$ cat src/rtl/tdm_demux4_pkg.sv
// Shared TDM link definitions (slot count, slot index width, framer state codes)
// used by both ends of the link, plus small slot arithmetic helpers.
package tdm_demux4_pkg;

    localparam int TDM_SLOTS  = 4;
    localparam int TDM_SLOT_W = 2;

    typedef enum logic {
        ST_HUNT   = 1'b0,
        ST_LOCKED = 1'b1
    } state_t;

    typedef logic [TDM_SLOT_W-1:0] slot_t;

    localparam slot_t SLOT_FIRST = slot_t'(0);
    localparam slot_t SLOT_LAST  = slot_t'(TDM_SLOTS - 1);

    function automatic slot_t next_slot(input slot_t s);
        return s + slot_t'(1);
    endfunction

endpackage

$ cat src/rtl/tdm_ch_shift.sv
// Per-channel MSB-first deserializer. A clear coinciding with a shift loads
// the incoming bit into an otherwise empty register (realign-and-accept).
module tdm_ch_shift #(
    parameter int WIDTH = 8
) (
    input  logic             clk,
    input  logic             rst,
    input  logic             clr,
    input  logic             shift,
    input  logic             din,
    output logic [WIDTH-1:0] q
);

    always_ff @(posedge clk) begin
        if (rst) begin
            q <= '0;
        end else if (clr) begin
            q <= shift ? {{(WIDTH-1){1'b0}}, din} : '0;
        end else if (shift) begin
            q <= {q[WIDTH-2:0], din};
        end
    end

endmodule

$ cat src/rtl/tdm_demux4.sv
// Receive side of the 4-channel TDM link: frame lock, slot routing, per-channel
// latest bit and WIDTH-bit word assembly.
module tdm_demux4
    import tdm_demux4_pkg::*;
#(
    parameter int WIDTH = 8
) (
    input  logic             clk,
    input  logic             rst,
    input  logic             en,
    input  logic             frame_sync,
    input  logic             din,
    output logic [3:0]       ch_bit,
    output logic [1:0]       slot,
    output logic             locked,
    output logic             sync_err,
    output logic [WIDTH-1:0] word_out,
    output logic [1:0]       word_ch,
    output logic             word_valid
);

    localparam int CW = $clog2(WIDTH);
    localparam logic [CW-1:0] BIT_LAST = CW'(WIDTH - 1);

    state_t           state_q, state_d;
    slot_t            slot_q, slot_d;
    logic [CW-1:0]    bitcnt_q, bitcnt_d;
    logic [3:0]       ch_bit_q, ch_bit_d;
    logic             sync_err_q, sync_err_d;
    logic [WIDTH-1:0] word_out_q, word_out_d;
    slot_t            word_ch_q, word_ch_d;
    logic             word_valid_q, word_valid_d;

    logic             accept;
    logic             clr_all;
    slot_t            acc_slot;
    logic [CW-1:0]    bc_use;
    logic [WIDTH-1:0] sh_cur;
    logic [WIDTH-1:0] sh_q [TDM_SLOTS];
    logic [TDM_SLOTS-1:0] shift_en;

    for (genvar i = 0; i < TDM_SLOTS; i++) begin : g_ch
        assign shift_en[i] = accept && (acc_slot == slot_t'(i));

        tdm_ch_shift #(.WIDTH(WIDTH)) u_shift (
            .clk   (clk),
            .rst   (rst),
            .clr   (clr_all),
            .shift (shift_en[i]),
            .din   (din),
            .q     (sh_q[i])
        );
    end

    always_comb begin
        state_d      = state_q;
        slot_d       = slot_q;
        bitcnt_d     = bitcnt_q;
        ch_bit_d     = ch_bit_q;
        sync_err_d   = 1'b0;
        word_out_d   = word_out_q;
        word_ch_d    = word_ch_q;
        word_valid_d = 1'b0;
        accept       = 1'b0;
        clr_all      = 1'b0;
        acc_slot     = slot_q;
        bc_use       = bitcnt_q;
        sh_cur       = '0;

        if (en) begin
            case (state_q)
                ST_HUNT: begin
                    if (frame_sync) begin
                        accept   = 1'b1;
                        clr_all  = 1'b1;
                        acc_slot = SLOT_FIRST;
                        bc_use   = '0;
                        state_d  = ST_LOCKED;
                    end
                end
                ST_LOCKED: begin
                    if (slot_q == SLOT_FIRST && !frame_sync) begin
                        sync_err_d = 1'b1;
                        clr_all    = 1'b1;
                        state_d    = ST_HUNT;
                        slot_d     = SLOT_FIRST;
                        bitcnt_d   = '0;
                    end else if (slot_q != SLOT_FIRST && frame_sync) begin
                        // Early marker: realign so this sample starts a fresh frame 0.
                        sync_err_d = 1'b1;
                        clr_all    = 1'b1;
                        accept     = 1'b1;
                        acc_slot   = SLOT_FIRST;
                        bc_use     = '0;
                    end else begin
                        accept = 1'b1;
                    end
                end
                default: state_d = ST_HUNT;
            endcase
        end

        if (accept) begin
            sh_cur             = clr_all ? '0 : sh_q[acc_slot];
            ch_bit_d[acc_slot] = din;
            if (bc_use == BIT_LAST) begin
                word_out_d   = {sh_cur[WIDTH-2:0], din};
                word_ch_d    = acc_slot;
                word_valid_d = 1'b1;
            end
            slot_d = next_slot(acc_slot);
            if (acc_slot == SLOT_LAST) begin
                bitcnt_d = (bc_use == BIT_LAST) ? '0 : bc_use + 1'b1;
            end else begin
                bitcnt_d = bc_use;
            end
        end
    end

    always_ff @(posedge clk) begin
        if (rst) begin
            state_q      <= ST_HUNT;
            slot_q       <= SLOT_FIRST;
            bitcnt_q     <= '0;
            ch_bit_q     <= '0;
            sync_err_q   <= 1'b0;
            word_out_q   <= '0;
            word_ch_q    <= SLOT_FIRST;
            word_valid_q <= 1'b0;
        end else begin
            state_q      <= state_d;
            slot_q       <= slot_d;
            bitcnt_q     <= bitcnt_d;
            ch_bit_q     <= ch_bit_d;
            sync_err_q   <= sync_err_d;
            word_out_q   <= word_out_d;
            word_ch_q    <= word_ch_d;
            word_valid_q <= word_valid_d;
        end
    end

    assign ch_bit     = ch_bit_q;
    assign slot       = slot_q;
    assign locked     = (state_q == ST_LOCKED);
    assign sync_err   = sync_err_q;
    assign word_out   = word_out_q;
    assign word_ch    = word_ch_q;
    assign word_valid = word_valid_q;

endmodule
$ cat config.mk
export PLATFORM = sky130hd
export DESIGN_NAME = tdm_demux4
export DESIGN_NICKNAME = d
export VERILOG_FILES = /design/src/rtl/tdm_demux4_pkg.sv /design/src/rtl/tdm_ch_shift.sv /design/src/rtl/tdm_demux4.sv
export SDC_FILE = /design/constraint.sdc
export NUM_CORES = 1
export LEC_CHECK = 0
export CORE_ASPECT_RATIO = 0.9
export CORE_MARGIN = 2
export CORE_UTILIZATION = 55
export CTS_CLUSTER_DIAMETER = 40
export DETAILED_ROUTE_END_ITERATION = 10
export GPL_TIMING_DRIVEN = 0
export PLACE_DENSITY_LB_ADDON = 0.15
export REMOVE_ABC_BUFFERS = 1
export SLEW_MARGIN = 15
export SYNTH_ARGS = -nofsm -noshare
export SYNTH_HDL_FRONTEND = slang
export SYNTH_SLANG_ARGS = --single-unit
$ cat constraint.sdc
create_clock -name clk -period 3.9 [get_ports clk]
set_input_delay 0.585 -clock clk [delete_from_list [all_inputs] [get_ports clk]]
set_output_delay 0.585 -clock clk [all_outputs]
set_load 0.01 [all_outputs]
==> impl_metrics.csv <==
group,metric,value,unit
setup_path,cp.required,4.14,ns
synthesis,ys_seq_area_frac,0.4447,
synthesis,yosysUniqueCellTypes,42,
clocking,cts_resized,0,
outcome,status,"complete, no violations",
clocking,clkLatencyLatePin,0.30,ns
setup_path,crit_type,"register to register",
setup_path,critPathMaxStageDelay,0.53,ns
synthesis,synth_edf_count,0,
synthesis,yosys_register_bits,50,
clocking,cts_tree,"built",
synthesis,syn_inst,246,
floorplan,coreArea,3991,um^2
pwr,peakVddDrop,0.2118,mV
floorplan,die_h,64.69,um
grt,grt.overflow.total,0,
clocking,root_buffer,"clkbuf_8",
timing,fin_crit_sh,0.8620,
timing,min_period,3.362,ns
floorplan,dieArea,4621,um^2
timing,tns,0,ns
setup_path,critical_path_buf_inv_count,0,
setup_path,arrival,3.60,ns
timing,clock_skew,0.008996,ns
setup_path,rr_worst_depth,10,
floorplan,io_pins,24,
synthesis,syn_area,2251,um^2
clocking,postCtsSetupBuffers,0,
setup_path,endpoint_kind,"register",
setup_path,reg2reg_to,"word_out[2]$_SDFFE_PP0P_",
drt,vias_per_cell,6.039,
synthesis,yosysWarnings,0,
cells_and_area,utilization,0.6417,
clocking,cts_buffers,5,
drt,ant_nets,0,
min_path,whs_endpoint,"word_ch[1]$_SDFFE_PP0P_",
drt,routedWlPerCell,15.71,um
grt,antenna_found_initial,0,
cells_and_area,multi_input_area,1152,um^2
timing,rsz0062_at_grt,"no",
setup_path,rrSetupSlack,0.54,ns
clocking,clockBufferDepth,2,
setup_path,slowest_stage,"dfxtp_1",
clocking,hold_buffers,0,
setup_path,cp-start-kind,"register",
pwr,static-leakage-power,0.9073,nW
drt,vias,1860,
synthesis,avgSynthCellArea,9.150,um^2
setup_path,critPathMaxFanout,16,
min_path,hold-path-cell-count,2,
timing,slew_viol_final,0,
clocking,path_clk_slew,0.08,ns
floorplan,die_w,71.44,um
synthesis,ys.flop_type,"dfxtp_1",
cells_and_area,seq_area,1001,um^2
cells_and_area,antenna_cells,0,
cells_and_area,nets,268,
grt,grt_max_degree,25,
timing,setup_viol,0,
setup_path,crit_family,"simple AND/OR/NAND/NOR gates",
timing,final_hold_viol_count,0,
setup_path,cp_cell_sequence,"nor2_1 > ha_1 > nand4b_2 > and3_1 > ha_1 > ha_1 > nand2_1 > or4_4 > nor4_4 > a221o_1",
drt,routed_wl,4.838,mm
setup_path,cp.depth,10,
min_path,hp-class,"register to register",
cells_and_area,n_fill_cell,371,
cells_and_area,layout-drive-gt1-share,0.05000,
drt,drc,0,
grt,first_global_vias,1643,
placement,place_congestion,0.7871,
setup_path,reg2reg_from,"slot[1]$_SDFFE_PP0P_",
pwr,power_density,371.2,nW/um^2
drt,first_pass_iters,5,
drt,first_iter_violations,80,
timing,slew_headroom,0.2219,
floorplan,start_util,0.5639,
setup_path,critPathMostFrequentCell,"ha_1",
grt,grt_usage,0.2208,
setup_path,worstSetupStartpoint,"slot[1]$_SDFFE_PP0P_",
synthesis,async_flop_share,0,
placement,hpwl,3.289,mm
run,max-cap-violations,0,
min_path,worst_hold_startpoint,"word_ch[1]$_SDFFE_PP0P_",
clocking,cts.sinks,50,
clocking,h-tree-depth,2,
cells_and_area,syn_to_final_growth,13.79,%
grt,grt_pass1_wl,7.900,mm
timing,tightest_slew,1.165,ns
floorplan,std_cell_rows,22,
timing,fmax,0.2975,GHz
placement,io_buffers,23,
metrics by stage:
| stage | hold WS [ns] | setup slack (ns) | power (mW) | area [um^2] | cells |
|---|---|---|---|---|---|
| after global routing | 0.4787 | 0.2460 | 0.9832 | 2561 | 308 |
| after CTS | 0.4582 | 0.5557 | 0.9561 | 2561 | 308 |
| after global placement | 0.4389 | 0.3984 | 0.6095 | 2455 | 300 |
| final | 0.4533 | 0.5382 | 0.9507 | 2561 | 308 |
| after detailed placement | 0.4465 | 0.4140 | 0.6100 | 2455 | 300 |
| after floorplan | 0.4487 | 1.087 | 0.5761 | 2165 | 229 |
cells in the mapped netlist, types with 4 or more instances:
master	n	area share
dfxtp_1	50	0.44
a21oi_1	24	0.053
nand3_1	21	0.047
mux2i_1	18	0.080
nor2_1	18	0.030
o21ai_0	14	0.031
nand2_1	12	0.020
clkbuf_1	9	0.015
a221o_1	7	0.031
and3_1	7	0.019
and2_1	5	0.014
o2bb2ai_1	5	0.019
ha_1	4	0.022
nand4_1	4	0.011
power breakdown:
| group | switching [mW] | internal, mW | total (mW) |
|---|---|---|---|
| registers | 0.00804 | 0.514 | 0.522 |
| logic | 0.0533 | 0.0240 | 0.0773 |
| clock network | 0.160 | 0.192 | 0.352 |
worst reg2reg max path: stages, from the launching register on:
cell and delay [ns]:
dfxtp_1 0.53, nor2_1 0.43, ha_1 0.34, nand4b_2 0.28, and3_1 0.20, ha_1 0.15, ha_1 0.23, nand2_1 0.10
or4_4 0.46, nor4_4 0.34, a221o_1 0.23
layout by cell type (no fill, tap or decap), types with 2 or more instances in the layout:
master / count
a21o_1: 2
a21oi_1: 24
a221o_1: 7
a22oi_1: 3
a31oi_1: 3
and2_1: 5
and3_1: 7
clkbuf_1: 2
clkbuf_8: 5
clkdlybuf4s50_1: 23
dfxtp_1: 50
ha_1: 4
inv_1: 3
mux2i_1: 18
nand2_1: 12
nand2b_1: 3
nand3_1: 21
nand3b_1: 3
nand4_1: 4
nor2_1: 18
nor2b_1: 3
nor3_1: 2
o211ai_1: 2
o21ai_0: 14
o2bb2ai_1: 5
o31ai_1: 2
cells by family (layout without fill, tap and decap cells):
logic type / after synthesis / after routing / synth area share
AOI/OAI and AO/OA: 64 / 64 / 0.1795
adders and majority gates: 4 / 4 / 0.02224
buffers and inverters: 20 / 34 / 0.04336
DFF: 50 / 50 / 0.4447
muxes: 18 / 18 / 0.08004
and+or+nand+nor: 90 / 90 / 0.2301
worst max path at each step:
| stage | endpoint | slack (ns) |
|---|---|---|
| final | word_out[2]$_SDFFE_PP0P_ | 0.54 |
| after global routing | word_out[2]$_SDFFE_PP0P_ | 0.25 |
| after CTS | word_out[2]$_SDFFE_PP0P_ | 0.56 |
| after detailed placement | word_out[3]$_SDFFE_PP0P_ | 0.41 |
| after global placement | word_out[3]$_SDFFE_PP0P_ | 0.40 |
| after floorplan | word_out[1]$_SDFFE_PP0P_ | 1.09 |
per-layer routing:
layer  track usage  vias up  routed length (um)  share of wire
met4       0.07547        0                  46         0.0095
met3       0.04510        4                 216          0.045
li1              -      930                   -              -
met1        0.3063      888                2385           0.49
met5             0        -                   0              0
met2        0.3426       38                2189           0.45
sequential cells by signal (all words and copies together), names as in the netlist, 2 cells and up:
name,count
bitcnt_q,3
ch_bit,4
g_ch.u_shift.q,28
slot,2
word_ch,2
word_out,8
area by class of cell:
type,instances,share of cell area
Clock buffer,7,0.02980
Clock inverter,1,0.01172
Inverter,3,0.004397
Multi-Input combinational cell,176,0.4499
Sequential cell,50,0.3908
Tap cell,48,0.02345
Timing Repair Buffer,23,0.08989
(Power assumes the default switching activity.)
==> edit, RTL diff (config.mk and constraints unchanged) <==
Register the output `word_valid` once more, with the module's reset; this adds one clock of latency there. The other outputs are not delayed to match.
--- a/src/rtl/tdm_demux4.sv
+++ b/src/rtl/tdm_demux4.sv
@@ -147,3 +147,9 @@
     assign word_ch    = word_ch_q;
-    assign word_valid = word_valid_q;
+    always_ff @(posedge clk) begin
+        if (rst) begin
+            word_valid <= '0;
+        end else begin
+            word_valid <= word_valid_q;
+        end
+    end
 
Formal check against the unedited RTL: no difference found for any inputs over 10 cycles, from zero or initial values and one cycle with rst high; that may be too few to reach the edited logic, so the function may still have changed.
==> edit against the unedited design <==
Area after synthesis up 1.2%. Cell area increased by 2.1%. Clock power up 21%. Worst setup slack gained 17 ps. Wire length increased by 3.1%. Total power increased by 8.8%. Sequential cell count grew 1. Count of clock-buffer cells in the layout fell by 1. Critical path type unchanged.
==> edit: results (changes against the unedited design) <==
- Pre-CTS WS: 376 ps (-37.9 ps)
- DR pass1 iterations: 4 (-1)
- Vias in the first global route: 1589 (-3.3%)
- WHS: 446 ps (-7.81 ps)
- CP Data Arrival Time: 3590 ps (about the same)
- First-pass GRT wire length: 8.04 mm (+1.7%)
- Prevailing post-synth register cell: dfxtp_1
- Hold Path Depth: 1 (-1)
- Final setup margin: 555 ps (+16.5 ps)
- Register area share after synthesis: 44.8% (+0.37 points)
- Vias per inst: 6.00 (-0.59%)
- Commonest cells post-synth: dfxtp_1, a21oi_1, nand3_1, mux2i_1, nor2_1
- Setup Skew: 7.01 ps (-1.99 ps)
- Hold Startpoint: word_valid_q
- DRT Wirelength: 4.99 mm (+3.1%)
- VDD IR-drop max: 0.345 mV (+63%)
- Met2 Use GR: 33.1% (-1.2 points)
- Slew @ Worst Pin: 1260 ps (+91.0 ps)
- P_leak: 0.931 nW (+2.6%)
- Met3 usage: 4.20% (-0.31 points)
- Setup Fix Bufs, Post-CTS: 0 (unchanged)
- WHS Endpoint: word_valid
- Dpl cell area: 2480 um^2 (+1.1%)
- GRT Overall Usage: 22.3% (+0.26 points)
- Mean area per synthesized cell: 9.18 um^2 (+0.35%)
- Hpwl dp: 3.32 mm (+0.92%)
- Fill cells: 341 (-8.1%)
- R2R cell count: 9 (-1)
- Status: finished, final reports clean
- Sw Share: 22.3% (-0.98 points)
- Post-layout instance count excluding filler cells: 310 (+0.65%)
- DR iter-0 viols: 161 (+100%)
- Placed cell count: 302 (+0.67%)
- Met1 usage: 32.9% (+2.3 points)
- GPL Wtd Cong: 0.813 (+3.3%)
- Post-layout nets: 270 (+0.75%)
- Share of cells above drive strength 1: 5.34% (+0.34 points)
## edit: cell types whose count changed after synthesis, sizes merged
cell / unedited run / this run
dfxtp: 50 / 51
nor2b: 3 / 4
## edit: critical path, stage by stage (launching register included)
cell and delay [ps]:
dfxtp_1 760, nor2_1 250, ha_1 310, nand4b_2 370, and3_1 270, ha_1 190, ha_1 250, a41oi_1 550
and2_1 220, a221o_1 110
## edit: final cells by class
class,count,area [um^2],area share (%)
inverters,3,11.3,0.431
clock buffers,6,72.6,2.78
well taps,48,60.1,2.30
multi-input cells,177,1160,44.3
flip-flops and latches,51,1020,39.1
clock inverters,2,60.1,2.30
repair buffers,23,230,8.81
## edit: cells by family after synthesis
family | count (synthesis) | synth area share, %
flops | 51 | 44.8
fa+ha+maj | 4 | 2.20
simple gates | 91 | 23.0
mux | 18 | 7.91
compound gates | 64 | 17.7
buf+inv | 20 | 4.29
## edit: worst max path at each step
| stage | start | to | slack [ps] | depth (start not counted) |
|---|---|---|---|---|
| floorplan | slot[1] | word_out[1] | 1090 | 10 |
| global placement | frame_sync | word_out[1] | 400 | 10 |
| detailed placement | frame_sync | word_out[2] | 380 | 10 |
| CTS | slot[1] | word_out[2] | 520 | 9 |
| global route | slot[1] | word_out[2] | 310 | 10 |
| finish | slot[1] | word_out[2] | 550 | 9 |
## edit: routing by layer
layer | wire length [um] | share of wire (%)
met1 | 2560 | 51
met4 | 43 | 0.86
met3 | 200 | 4.0
met5 | 0 | 0
met2 | 2190 | 44
## edit: power by group through the flow
stage / Clock (mW) / Sequential, mW / Combinational [mW]
after CTS: 0.430 / 0.532 / 0.0767
after detailed placement: 0 / 0.544 / 0.0763
after global placement: 0 / 0.544 / 0.0753
final: 0.425 / 0.532 / 0.0773
after floorplan: 0 / 0.544 / 0.0429
after global routing: 0.459 / 0.534 / 0.0845
